`config.mk`:
```
export PLATFORM = sky130hd
export DESIGN_NAME = operand_input_reg
export DESIGN_NICKNAME = d
export VERILOG_FILES = /design/src/rtl/fp_adder_pkg.sv /design/src/rtl/serial_shift_in.sv /design/src/rtl/operand_input_reg.sv
export SDC_FILE = /design/constraint.sdc
export NUM_CORES = 1
export LEC_CHECK = 0
export CORE_ASPECT_RATIO = 0.7
export CORE_MARGIN = 3
export CORE_UTILIZATION = 50
export DETAILED_ROUTE_END_ITERATION = 8
export GPL_ROUTABILITY_DRIVEN = 0
export GPL_TIMING_DRIVEN = 0
export PLACE_DENSITY = 0.75
export SLEW_MARGIN = 15
export SYNTH_ARGS = -nofsm -noshare
export SYNTH_HDL_FRONTEND = slang
export SYNTH_SLANG_ARGS = --single-unit
export TNS_END_PERCENT = 20
```
`constraint.sdc`:
```
create_clock -name clk_in -period 3.8 [get_ports clk_in]
set_input_delay 0.57 -clock clk_in [delete_from_list [all_inputs] [get_ports clk_in]]
set_output_delay 0.57 -clock clk_in [all_outputs]
set_load 0.01 [all_outputs]
```
`src/rtl/fp_adder_pkg.sv`:
```
// Purpose: shared constants and state encoding for the FP adder operand path.
// Latency: n/a (declarations only).
// Backpressure: n/a (declarations only).
package fp_adder_pkg;

    // Bits per operand (IEEE-754 single precision).
    localparam int WIDTH = 32;
    // Bit counter width; must hold values up to WIDTH-1 with margin.
    localparam int CNT_W = 6;

    // Operand register states. 2'b11 is unused and recovers to LOAD_A.
    typedef enum logic [1:0] {
        LOAD_A = 2'b00,
        LOAD_B = 2'b01,
        FULL   = 2'b10
    } state_t;

endpackage

```
`src/rtl/serial_shift_in.sv`:
```
// Purpose: WIDTH-bit LSB-first serial-in shift register with a bit counter.
// Latency: word/word_done are combinational with the final accepted bit.
// Backpressure: none; the caller gates bit_vld with its own ready.
//
// Ports:
//   core_clk   clock, rising edge
//   arst_n     asynchronous reset, active-low
//   clr        synchronous clear, wins over a shift in the same cycle
//   bit_vld    accept bit_dat this cycle
//   bit_dat    serial data bit
//   word       completed word including the bit being accepted now
//   word_done  high in the cycle the WIDTH-th bit of a word is accepted
module serial_shift_in
    import fp_adder_pkg::*;
#(
    parameter int P_WIDTH = WIDTH,
    parameter int P_CNT_W = CNT_W
) (
    input  logic               core_clk,
    input  logic               arst_n,
    input  logic               clr,
    input  logic               bit_vld,
    input  logic               bit_dat,
    output logic [P_WIDTH-1:0] word,
    output logic               word_done
);

    logic [P_WIDTH-1:0] sr;
    logic [P_CNT_W-1:0] count;
    logic [P_WIDTH-1:0] sr_shifted;
    logic               last_bit;

    // First bit enters at the MSB and walks down, so after WIDTH shifts
    // the first bit received sits in bit 0.
    assign sr_shifted = {bit_dat, sr[P_WIDTH-1:1]};
    assign last_bit   = (count == P_CNT_W'(P_WIDTH - 1));

    // Completed word is presented in the same cycle as its last bit so the
    // owner can register it on that edge without an extra pipeline stage.
    assign word      = sr_shifted;
    assign word_done = bit_vld & last_bit & ~clr;

    always_ff @(posedge core_clk or negedge arst_n) begin
        if (!arst_n) begin
            sr    <= '0;
            count <= '0;
        end else if (clr) begin
            sr    <= '0;
            count <= '0;
        end else if (bit_vld) begin
            sr    <= sr_shifted;
            // Counter restarts at word end, so it never passes WIDTH-1.
            count <= last_bit ? '0 : count + 1'b1;
        end
    end

endmodule

```
`src/rtl/operand_input_reg.sv`:
```
// Purpose: serial-in/parallel-out operand register (A then B) for the FP adder core.
// Latency: output_rdy rises the cycle after the 2*WIDTH-th accepted bit; 1 bit/clk sustained.
// Backpressure: input_rdy drops while both operands wait; output_read_in reopens the input.
//
// Ports:
//   clk_in          clock, rising edge
//   rst_in          asynchronous reset, active-low
//   clr_in          synchronous frame clear, active-high, beats everything but reset
//   serial_in       serial data bit, LSB first, operand A then operand B
//   serial_valid_in serial_in valid this cycle
//   input_rdy       a serial bit is accepted this cycle when valid
//   op_a_out        operand A, parallel (registered)
//   op_b_out        operand B, parallel (registered)
//   output_rdy      both operands valid for the core
//   output_read_in  core consumes operands; only looked at while output_rdy=1
module operand_input_reg
    import fp_adder_pkg::*;
#(
    parameter int P_WIDTH = WIDTH,
    parameter int P_CNT_W = CNT_W
) (
    input  logic               clk_in,
    input  logic               rst_in,
    input  logic               clr_in,
    input  logic               serial_in,
    input  logic               serial_valid_in,
    output logic               input_rdy,
    output logic [P_WIDTH-1:0] op_a_out,
    output logic [P_WIDTH-1:0] op_b_out,
    output logic               output_rdy,
    input  logic               output_read_in
);

    state_t             state;
    state_t             state_nxt;
    logic               input_rdy_nxt;
    logic               output_rdy_nxt;
    logic [P_WIDTH-1:0] op_a_nxt;
    logic [P_WIDTH-1:0] op_b_nxt;

    logic               bit_accept;
    logic [P_WIDTH-1:0] word;
    logic               word_done;

    // input_rdy is low in FULL, so bits arriving there are dropped without
    // touching the shifter or its counter.
    assign bit_accept = serial_valid_in & input_rdy;

    // One shifter serves both operands; the FSM decides where a finished
    // word lands.
    serial_shift_in #(
        .P_WIDTH (P_WIDTH),
        .P_CNT_W (P_CNT_W)
    ) u_shift (
        .core_clk  (clk_in),
        .arst_n    (rst_in),
        .clr       (clr_in),
        .bit_vld   (bit_accept),
        .bit_dat   (serial_in),
        .word      (word),
        .word_done (word_done)
    );

    always_ff @(posedge clk_in or negedge rst_in) begin
        if (!rst_in) begin
            state      <= LOAD_A;
            input_rdy  <= 1'b1;
            output_rdy <= 1'b0;
            op_a_out   <= '0;
            op_b_out   <= '0;
        end else begin
            state      <= state_nxt;
            input_rdy  <= input_rdy_nxt;
            output_rdy <= output_rdy_nxt;
            op_a_out   <= op_a_nxt;
            op_b_out   <= op_b_nxt;
        end
    end

    always_comb begin
        state_nxt      = state;
        input_rdy_nxt  = input_rdy;
        output_rdy_nxt = output_rdy;
        op_a_nxt       = op_a_out;
        op_b_nxt       = op_b_out;

        if (clr_in) begin
            // Frame clear wins over any bit or read in the same cycle.
            state_nxt      = LOAD_A;
            input_rdy_nxt  = 1'b1;
            output_rdy_nxt = 1'b0;
            op_a_nxt       = '0;
            op_b_nxt       = '0;
        end else begin
            case (state)
                LOAD_A: begin
                    // A becomes visible before B starts; the core must
                    // still wait for output_rdy.
                    if (word_done) begin
                        op_a_nxt  = word;
                        state_nxt = LOAD_B;
                    end
                end
                LOAD_B: begin
                    if (word_done) begin
                        op_b_nxt       = word;
                        state_nxt      = FULL;
                        output_rdy_nxt = 1'b1;
                        input_rdy_nxt  = 1'b0;
                    end
                end
                FULL: begin
                    // Operands keep their values after the read until a
                    // new word overwrites them.
                    if (output_read_in) begin
                        state_nxt      = LOAD_A;
                        output_rdy_nxt = 1'b0;
                        input_rdy_nxt  = 1'b1;
                    end
                end
                default: begin
                    state_nxt      = LOAD_A;
                    input_rdy_nxt  = 1'b1;
                    output_rdy_nxt = 1'b0;
                end
            endcase
        end
    end

    // Handshake flags are mutually exclusive in every legal state.
    always_ff @(posedge clk_in) begin
        if (rst_in) begin
            assert (!(input_rdy && output_rdy))
                else $error("input_rdy and output_rdy both high");
        end
    end

endmodule

```
==> results.env, run 1 <==
MAXIMUM_NET_FANOUT_ON_THE_CRITICAL_PATH=10
DR_WL_MET3_UM=489
CTS_ROOT_BUF='sky130_fd_sc_hd__clkbuf_16'
ROUTEDWLPERCELL_UM=16.1
POWER_mW=2.25
FP-ROW-COUNT=28
INTERNAL_POWER_mW=1.78
POST-CTS-SETUP-BUFFER-COUNT=0
DETAIL_ROUTE.FIRST_PASS.ITERATIONS=4
SHARE_OF_TOTAL_POWER_IN_SEQUENTIAL_CELLS_PCT=50.0
FINAL_LAYOUT_SIZE_SUFFIX_GT1_SHARE_PCT=5.75
SYNTHESIS.NETS=441
FIRST_ITER_VIOLATIONS=197
POWER_DISSIPATED_BY_SWITCHING_NET_LOADS_mW=0.465
POWER.SHARE.SWITCHING_PCT=20.7
POST_LAYOUT_NONFILLER_INSTANCES=642
HOLD_BUFFERS=0
WORST_PIN_SLEW_NS=0.534
SYN2LAYOUT_AREA_GROWTH_PCT=26.1
CRIT_CHAIN='clkdlybuf4s50_1 > clkbuf_1 > clkbuf_1 > clkbuf_1 > nor2_1'
SETUP_TNS_NS=0
SYNTH.LIB_CELLS_USED.DISTINCT=32
NUMPLACEDINSTANCES=626
GRT_ANTENNA_BEFORE_REPAIR=0
IR_WORST_VDD_mV=0.241
SYNTH_COMPOUND_GATE_AREA_SHARE_PCT=5.58
SYNTHESIZED_INSTANCE_COUNT=434
POST_SYNTH_INSTANCE_AREA_MM2=0.00471
FINAL.SETUP_SKEW_NS=0.00991
AVGSYNTHCELLAREA_UM2=10.8
DRV_CAP=0
FINAL_PERIOD_MINUS_WORST_SETUP_SLACK_NS=2.38
CRITICAL_PATH.N_BUFFERS_INVERTERS=4
SETUP_CRIT_END_KIND='flip-flop'
CRIT_FAMILY='buffers and inverters'
HOLD_PATH.CLASS='input port to async pin'
SYNTH.FF_LATCH_COUNT=105
DIE_WIDTH_UM=122
CLKSINKCOUNT=105
ARRIVAL_NS=2.59
COMB_POWER_SHARE_PCT=4.3
WL_MET2_MM=4.85
HOLD-WORST-SLACK_NS=0.0523
POST_DRT_VIA_CELL_RATIO=5.32
FILL_CELLS=691
LAYOUT.CELLS.MOST_COMMON='sky130_fd_sc_hd__dfrtp_1'
PWR_DENSITY_CELL_mW_PER_MM2=378
HTREE_LEVELS=3
CTS-BUFFERS-INSERTED=9
STARTPOINT_TYPE='input port'
RSZ0062_AT_GRT='false'
YOSYS_WARNINGS=0
WL_MET1_MM=4.94
POST_CTS_RESIZE_COUNT=0
SLEW_HEADROOM_PCT=64.1
FINAL_NETS=524
DR_TOTAL_VIAS=3414
LEAKAGEPOWER_nW=2.60
CTS_TREE='built'
CRIT_TOP_CELL='sky130_fd_sc_hd__clkbuf_1'
SYNTHMUXAREASHARE_PCT=13.8
LAYOUT.CELLS.MOST_COMMON_LIST='104 x sky130_fd_sc_hd__dfrtp_1, 97 x sky130_fd_sc_hd__nand2b_1, 70 x sky130_fd_sc_hd__clkdlybuf4s50_1, 68 x sky130_fd_sc_hd__nand2_1, 65 x sky130_fd_sc_hd__mux2i_1'
YOSYS.AREA_SHARE.SIMPLE_PCT=21.3
PORT-BUFFER-COUNT=71
EFFECTIVE_UTILIZATION_AT_FLOORPLAN_PCT=53.5
REQUIRED_TIME_OF_THE_CRITICAL_PATH_NS=4.01
WORST-SETUP-PATH-TYPE='input port to flip-flop'
FIN_CRIT_SH_PCT=62.6
CP_SLOWEST_CELL='sky130_fd_sc_hd__clkdlybuf4s50_1'
SEQ_AREA_FRAC_SYNTH_PCT=55.8
OVERFLOW=0
ANTENNA_VIOLATING_NETS_LEFT=0
LARGEST_NET_DEGREE_AT_THE_START_OF_GLOBAL_ROUTING=87
ROUTE.FINAL.WIRE_LENGTH_MM=10.4
IO_PINS=72
MAX_FREQ_GHz=0.420
CLKLATENCYLATEPIN_NS=0.35
CLOCK_POWER_SHARE_PCT=45.8
GROUTE.USAGE.OVERALL_PCT=20.8
CLK_PIN_SLEW_WORST_PATHS_NS=0.07
HOLD_VIO_CNT_FINAL=0
STD_CELL_CORE_AREA_MM2=0.00879
FINALSETUPVIOLCOUNT=0
SYNTH_TOP_FAMILY_BY_AREA='simple AND/OR/NAND/NOR gates'
OUTCOME='complete, no violations'
STAGE_DELAY_OF_THE_SLOWEST_CELL_ON_THE_CRITICAL_PATH_NS=0.63
N_ANTENNA_CELL=0
FP.DIEAREA_MM2=0.0106
DRC=0
GLOBAL_ROUTE_WIRE_LENGTH_BEFORE_REPAIR_MM=17.1
TOP_SIGNAL_LAYER_USED='met4'
PLACE.DETAILED.HPWL_MM=7.12
CHIPHEIGHT_UM=87.2
SYNTH-XOR-AREA-SHARE_PCT=0.186
VIA_COUNT_OF_THE_FIRST_GLOBAL_ROUTING_PASS=3344
SYNTH_ADDER_AREA_SHARE_PCT=0.266
DRV_SLEW=0
CLOCK_TREE_BUFFER_DEPTH=2
## per-layer routing
| metal | up-vias | global-route usage (%) |
|---|---|---|
| met5 | - | 0 |
| met4 | 0 | 4.48 |
| met3 | 8 | 6.95 |
| met2 | 90 | 32.2 |
| met1 | 1718 | 29.0 |
| li1 | 1598 | - |
## final timing paths
check                      cells past startpoint        startpoint                to  slack [ns]
max in group asynchronous                      2            rst_in         input_rdy        3.05
min                                            1            rst_in      op_a_out[13]        0.05
max                                            5            clr_in  u_shift.count[2]        1.42
max reg2reg                                    5  u_shift.count[0]      op_b_out[25]        1.76
min reg2reg                                    2       op_b_out[3]       op_b_out[3]        0.54
min in group clk_in                            2       op_b_out[3]       op_b_out[3]        0.54
## power by group through the flow
stage                     clock (mW)  sequential [mW]  combinational, mW
after detailed placement           0             1.14             0.0967
final                           1.03             1.12             0.0956
after CTS                       1.05             1.12             0.0974
after global routing            1.09             1.12              0.106
after floorplan                    0             1.14             0.0456
after global placement             0             1.14             0.0914
## synth_stat cells
cell,n,area share (%)
sky130_fd_sc_hd__buf_6,3,0.72
sky130_fd_sc_hd__a221o_1,1,0.21
sky130_fd_sc_hd__o21ba_2,1,0.21
sky130_fd_sc_hd__nor4_4,1,0.45
sky130_fd_sc_hd__nand3_2,1,0.21
sky130_fd_sc_hd__and2_1,2,0.27
sky130_fd_sc_hd__dfrtp_1,104,55
sky130_fd_sc_hd__nor2_1,3,0.24
sky130_fd_sc_hd__nor2b_1,1,0.13
sky130_fd_sc_hd__nand2b_1,97,13
sky130_fd_sc_hd__a21oi_1,35,3.7
sky130_fd_sc_hd__ha_1,1,0.27
sky130_fd_sc_hd__clkbuf_1,22,1.8
sky130_fd_sc_hd__xor2_1,1,0.19
sky130_fd_sc_hd__nand3_1,3,0.32
sky130_fd_sc_hd__buf_2,4,0.43
sky130_fd_sc_hd__nand4_1,1,0.13
sky130_fd_sc_hd__nor3_1,1,0.11
sky130_fd_sc_hd__dfstp_2,1,0.56
sky130_fd_sc_hd__and4b_1,1,0.21
sky130_fd_sc_hd__and3_1,1,0.13
sky130_fd_sc_hd__a211oi_1,2,0.32
sky130_fd_sc_hd__a31oi_1,1,0.13
sky130_fd_sc_hd__mux2i_1,65,14
sky130_fd_sc_hd__a211o_1,2,0.37
sky130_fd_sc_hd__or4_1,1,0.16
sky130_fd_sc_hd__nand4b_2,1,0.32
sky130_fd_sc_hd__a221oi_1,1,0.19
sky130_fd_sc_hd__nand2_1,68,5.4
sky130_fd_sc_hd__or3_1,2,0.27
sky130_fd_sc_hd__o21ai_0,4,0.43
sky130_fd_sc_hd__inv_1,2,0.16
## cell families (layout without fill, tap and decap cells)
family | Yosys count | after routing
and+or+nand+nor | 184 | 184
DFF | 105 | 105
muxes | 65 | 65
AOI/OAI and AO/OA | 47 | 47
buffers and inverters | 31 | 119
adders and majority gates | 1 | 1
xor gates and xnor gates | 1 | 1
## stage by stage
stage	setup slack, ns	utilization [%]	instance area, um^2
2_1_floorplan	2.10	-	4710
3_3_place_gp	-1.73	63.3	5570
3_5_place_dp	1.10	63.7	5600
4_1_cts	1.47	67.5	5940
5_1_grt	1.31	67.5	5940
6_report	1.42	67.5	5940
## area by class of cell
class                           instances  area (um^2)  area share (%)
Buffer                                 29          136            2.30
Clock buffer                           12          267            4.49
Clock inverter                          4         73.8            1.24
Inverter                                2         7.51           0.126
Multi-Input combinational cell        298         1940            32.6
Sequential cell                       105         2630            44.3
Tap cell                              120          150            2.53
Timing Repair Buffer                   72          739            12.5
## registers in the layout, indices dropped and copies added (netlist names)
name / cells
input_rdy: 1
op_a_out: 32
op_b_out: 32
output_rdy: 1
state: 2
u_shift.count: 6
u_shift.sr: 31
Note: power is estimated with default switching activity, not from simulation.
==> run 2: changes to the inputs <==
==> constraint.sdc (replaced) <==
create_clock -name clk_in -period 2.2 [get_ports clk_in]
set_input_delay 0.33 -clock clk_in [delete_from_list [all_inputs] [get_ports clk_in]]
set_output_delay 0.33 -clock clk_in [all_outputs]
set_load 0.01 [all_outputs]
==> run 2 against run 1 <==
  * Global-route usage hardly changed
  * Sequential share of layout area is 0.25 points lower
  * Core utilization is 0.38 points higher
  * Highest routed layer unchanged
==> results.env, run 2 (synthesis results as in run 1) <==
OUTCOME='complete, no violations'
POWER_mW=3.88  # +73%
CRIT_FAMILY='buffers and inverters'
GLOBAL_ROUTE_WIRE_LENGTH_BEFORE_REPAIR_MM=17.2  # +0.12%
PLACE.DETAILED.HPWL_MM=7.12  # unchanged
MULTI_INPUT_COMB_AREA_MM2=0.00194  # unchanged
IO_PINS=72  # unchanged
FINAL_LAYOUT_SIZE_SUFFIX_GT1_SHARE_PCT=6.46  # +0.72 points
ROUTE.FINAL.WIRE_LENGTH_MM=10.4  # +0.18%
WORST-SETUP-PATH-TYPE='input port to flip-flop'
ARRIVAL_NS=2.20  # -0.39 ns
IR_WORST_VDD_mV=0.416  # +73%
DRV_CAP=0  # unchanged
CHIPHEIGHT_UM=87.2  # unchanged
CLKLATENCYLATEPIN_NS=0.35  # about the same
PWR_DENSITY_CELL_mW_PER_MM2=651  # +72%
FINAL_NETS=528  # +0.76%
TOP_REGS='op_a_out (32), op_b_out (32), u_shift.sr (31)'
ROUTEDWLPERCELL_UM=16.1  # -0.44%
HOLD-WORST-SLACK_NS=0.386  # +0.334 ns
LAYOUT.CELLS.MOST_COMMON_LIST='104 x sky130_fd_sc_hd__dfrtp_1, 97 x sky130_fd_sc_hd__nand2b_1, 70 x sky130_fd_sc_hd__clkdlybuf4s50_1, 68 x sky130_fd_sc_hd__nand2_1, 65 x sky130_fd_sc_hd__mux2i_1'
PORT-BUFFER-COUNT=71  # unchanged
WORST_PIN_SLEW_NS=0.490  # -0.0443 ns
DRV_SLEW=0  # unchanged
DIE_WIDTH_UM=122  # unchanged
CLKSINKCOUNT=105  # unchanged
LEAKAGEPOWER_nW=2.62  # +0.91%
MAX_FREQ_GHz=0.505
SLEW_HEADROOM_PCT=67.3  # +3.2 points
CTS-BUFFERS-INSERTED=9  # unchanged
SYN2LAYOUT_AREA_GROWTH_PCT=26.8
CP_SLOWEST_CELL='sky130_fd_sc_hd__clkdlybuf4s50_1'
OVERFLOW=0  # unchanged
HOLD_PATH.CLASS='input port to async pin'
ANTENNA_VIOLATING_NETS_LEFT=0  # unchanged
SETUP_CRIT_END_KIND='flip-flop'
CTS_TREE='built'
FINALSETUPVIOLCOUNT=0  # unchanged
MAXIMUM_NET_FANOUT_ON_THE_CRITICAL_PATH=10  # unchanged
LAYOUT.CELLS.MOST_COMMON='sky130_fd_sc_hd__dfrtp_1'
CLK_PIN_SLEW_WORST_PATHS_NS=0.07  # about the same
DRC=0  # unchanged
POST_DRT_VIA_CELL_RATIO=5.28  # -0.79%
CTS_ROOT_BUF='sky130_fd_sc_hd__clkbuf_16'
STD_CELL_CORE_AREA_MM2=0.00879  # unchanged
STAGE_DELAY_OF_THE_SLOWEST_CELL_ON_THE_CRITICAL_PATH_NS=0.62  # about the same
FINAL.SETUP_SKEW_NS=0.00824  # -0.00167 ns
CRITICAL_PATH.N_BUFFERS_INVERTERS=4  # unchanged
GROUTE.USAGE.OVERALL_PCT=20.9  # +0.028 points
CRIT_TOP_CELL='sky130_fd_sc_hd__clkbuf_1'
HOLD_VIO_CNT_FINAL=0  # unchanged
DR_TOTAL_VIAS=3408  # -0.18%
CLOCK_TREE_BUFFER_DEPTH=2  # unchanged
LARGEST_NET_DEGREE_AT_THE_START_OF_GLOBAL_ROUTING=87  # unchanged
FIRST_ITER_VIOLATIONS=202  # +2.5%
RSZ0062_AT_GRT='false'
SETUP_TNS_NS=0  # unchanged
GRT_ANTENNA_BEFORE_REPAIR=0  # unchanged
FP-ROW-COUNT=28  # unchanged
FIN_CRIT_SH_PCT=90.1
REQUIRED_TIME_OF_THE_CRITICAL_PATH_NS=2.42  # -1.59 ns
DETAIL_ROUTE.FIRST_PASS.ITERATIONS=4  # unchanged
SEQUENTIAL_CELL_AREA_MM2=0.00263  # unchanged
VIA_COUNT_OF_THE_FIRST_GLOBAL_ROUTING_PASS=3356  # +0.36%
FP.DIEAREA_MM2=0.0106  # unchanged
HTREE_LEVELS=3  # unchanged
FILL_CELLS=689  # -0.29%
N_ANTENNA_CELL=0  # unchanged
FINAL_PERIOD_MINUS_WORST_SETUP_SLACK_NS=1.98
CRIT_CHAIN='clkdlybuf4s50_1 > clkbuf_1 > clkbuf_2 > clkbuf_1 > nor2_1'
STARTPOINT_TYPE='input port'
EFFECTIVE_UTILIZATION_AT_FLOORPLAN_PCT=53.5  # unchanged
[run 2: what timing repair did]
item                                    in CTS  in global routing
setup buffers                                0                  3
gates resized for setup                      0                  2
endpoints found under the setup margin       0                 41
hold buffers                                 1                  0
endpoints found under the hold margin       19                  0
[run 2: power by group]
| group | internal, mW | switching (mW) |
|---|---|---|
| Combinational | 0.0551 | 0.111 |
| Sequential | 1.93 | 0.00436 |
| Clock | 1.09 | 0.690 |
[run 2: routing by layer]
metal / wire, um / vias to the layer above / GRT usage, %
met5: 0 / - / 0
met3: 502 / 8 / 6.95
met1: 4920 / 1715 / 29.0
li1: - / 1606 / -
met2: 4850 / 79 / 32.3
met4: 106 / 0 / 4.48
[run 2: worst reg2reg max path, cell delays in order (launching register included)]
cell and delay (ns):
sky130_fd_sc_hd__dfrtp_1 0.38, sky130_fd_sc_hd__ha_1 0.23, sky130_fd_sc_hd__nand3_2 0.16, sky130_fd_sc_hd__or4_1 0.50, sky130_fd_sc_hd__buf_2 0.19, sky130_fd_sc_hd__buf_6 0.17, sky130_fd_sc_hd__mux2i_1 0.13
[run 2: metrics by stage]
stage / utilization, % / setup WS, ns / instance area (um^2) / cells
finish: 67.9 / 0.219 / 5970 / 646
detailed placement: 63.7 / -0.258 / 5600 / 626
floorplan: - / 0.503 / 4710 / 434
CTS: 67.6 / 0.113 / 5950 / 643
global placement: 63.3 / -3.09 / 5570 / 625
global route: 67.9 / 0.0674 / 5970 / 646
[run 2: cell type report]
class	count	area share, %
plain buffers	29	2.30
clock buffers	12	4.46
clock inverters	4	1.24
inverters	2	0.126
multi-input cells	298	32.4
flip-flops and latches	105	44.0
well taps	120	2.51
repair buffers	76	12.9
[run 2: final timing paths]
path / from / end / slack [ns] / cells past startpoint
max: clr_in / u_shift.count[2] / 0.22 / 5
min: rst_in / op_a_out[13] / 0.39 / 2
max reg2reg: u_shift.count[0] / op_a_out[16] / 0.31 / 6
min reg2reg: op_b_out[23] / op_b_out[23] / 0.54 / 2
max in group asynchronous: rst_in / input_rdy / 1.12 / 3
min in group clk_in: op_b_out[23] / op_b_out[23] / 0.54 / 2
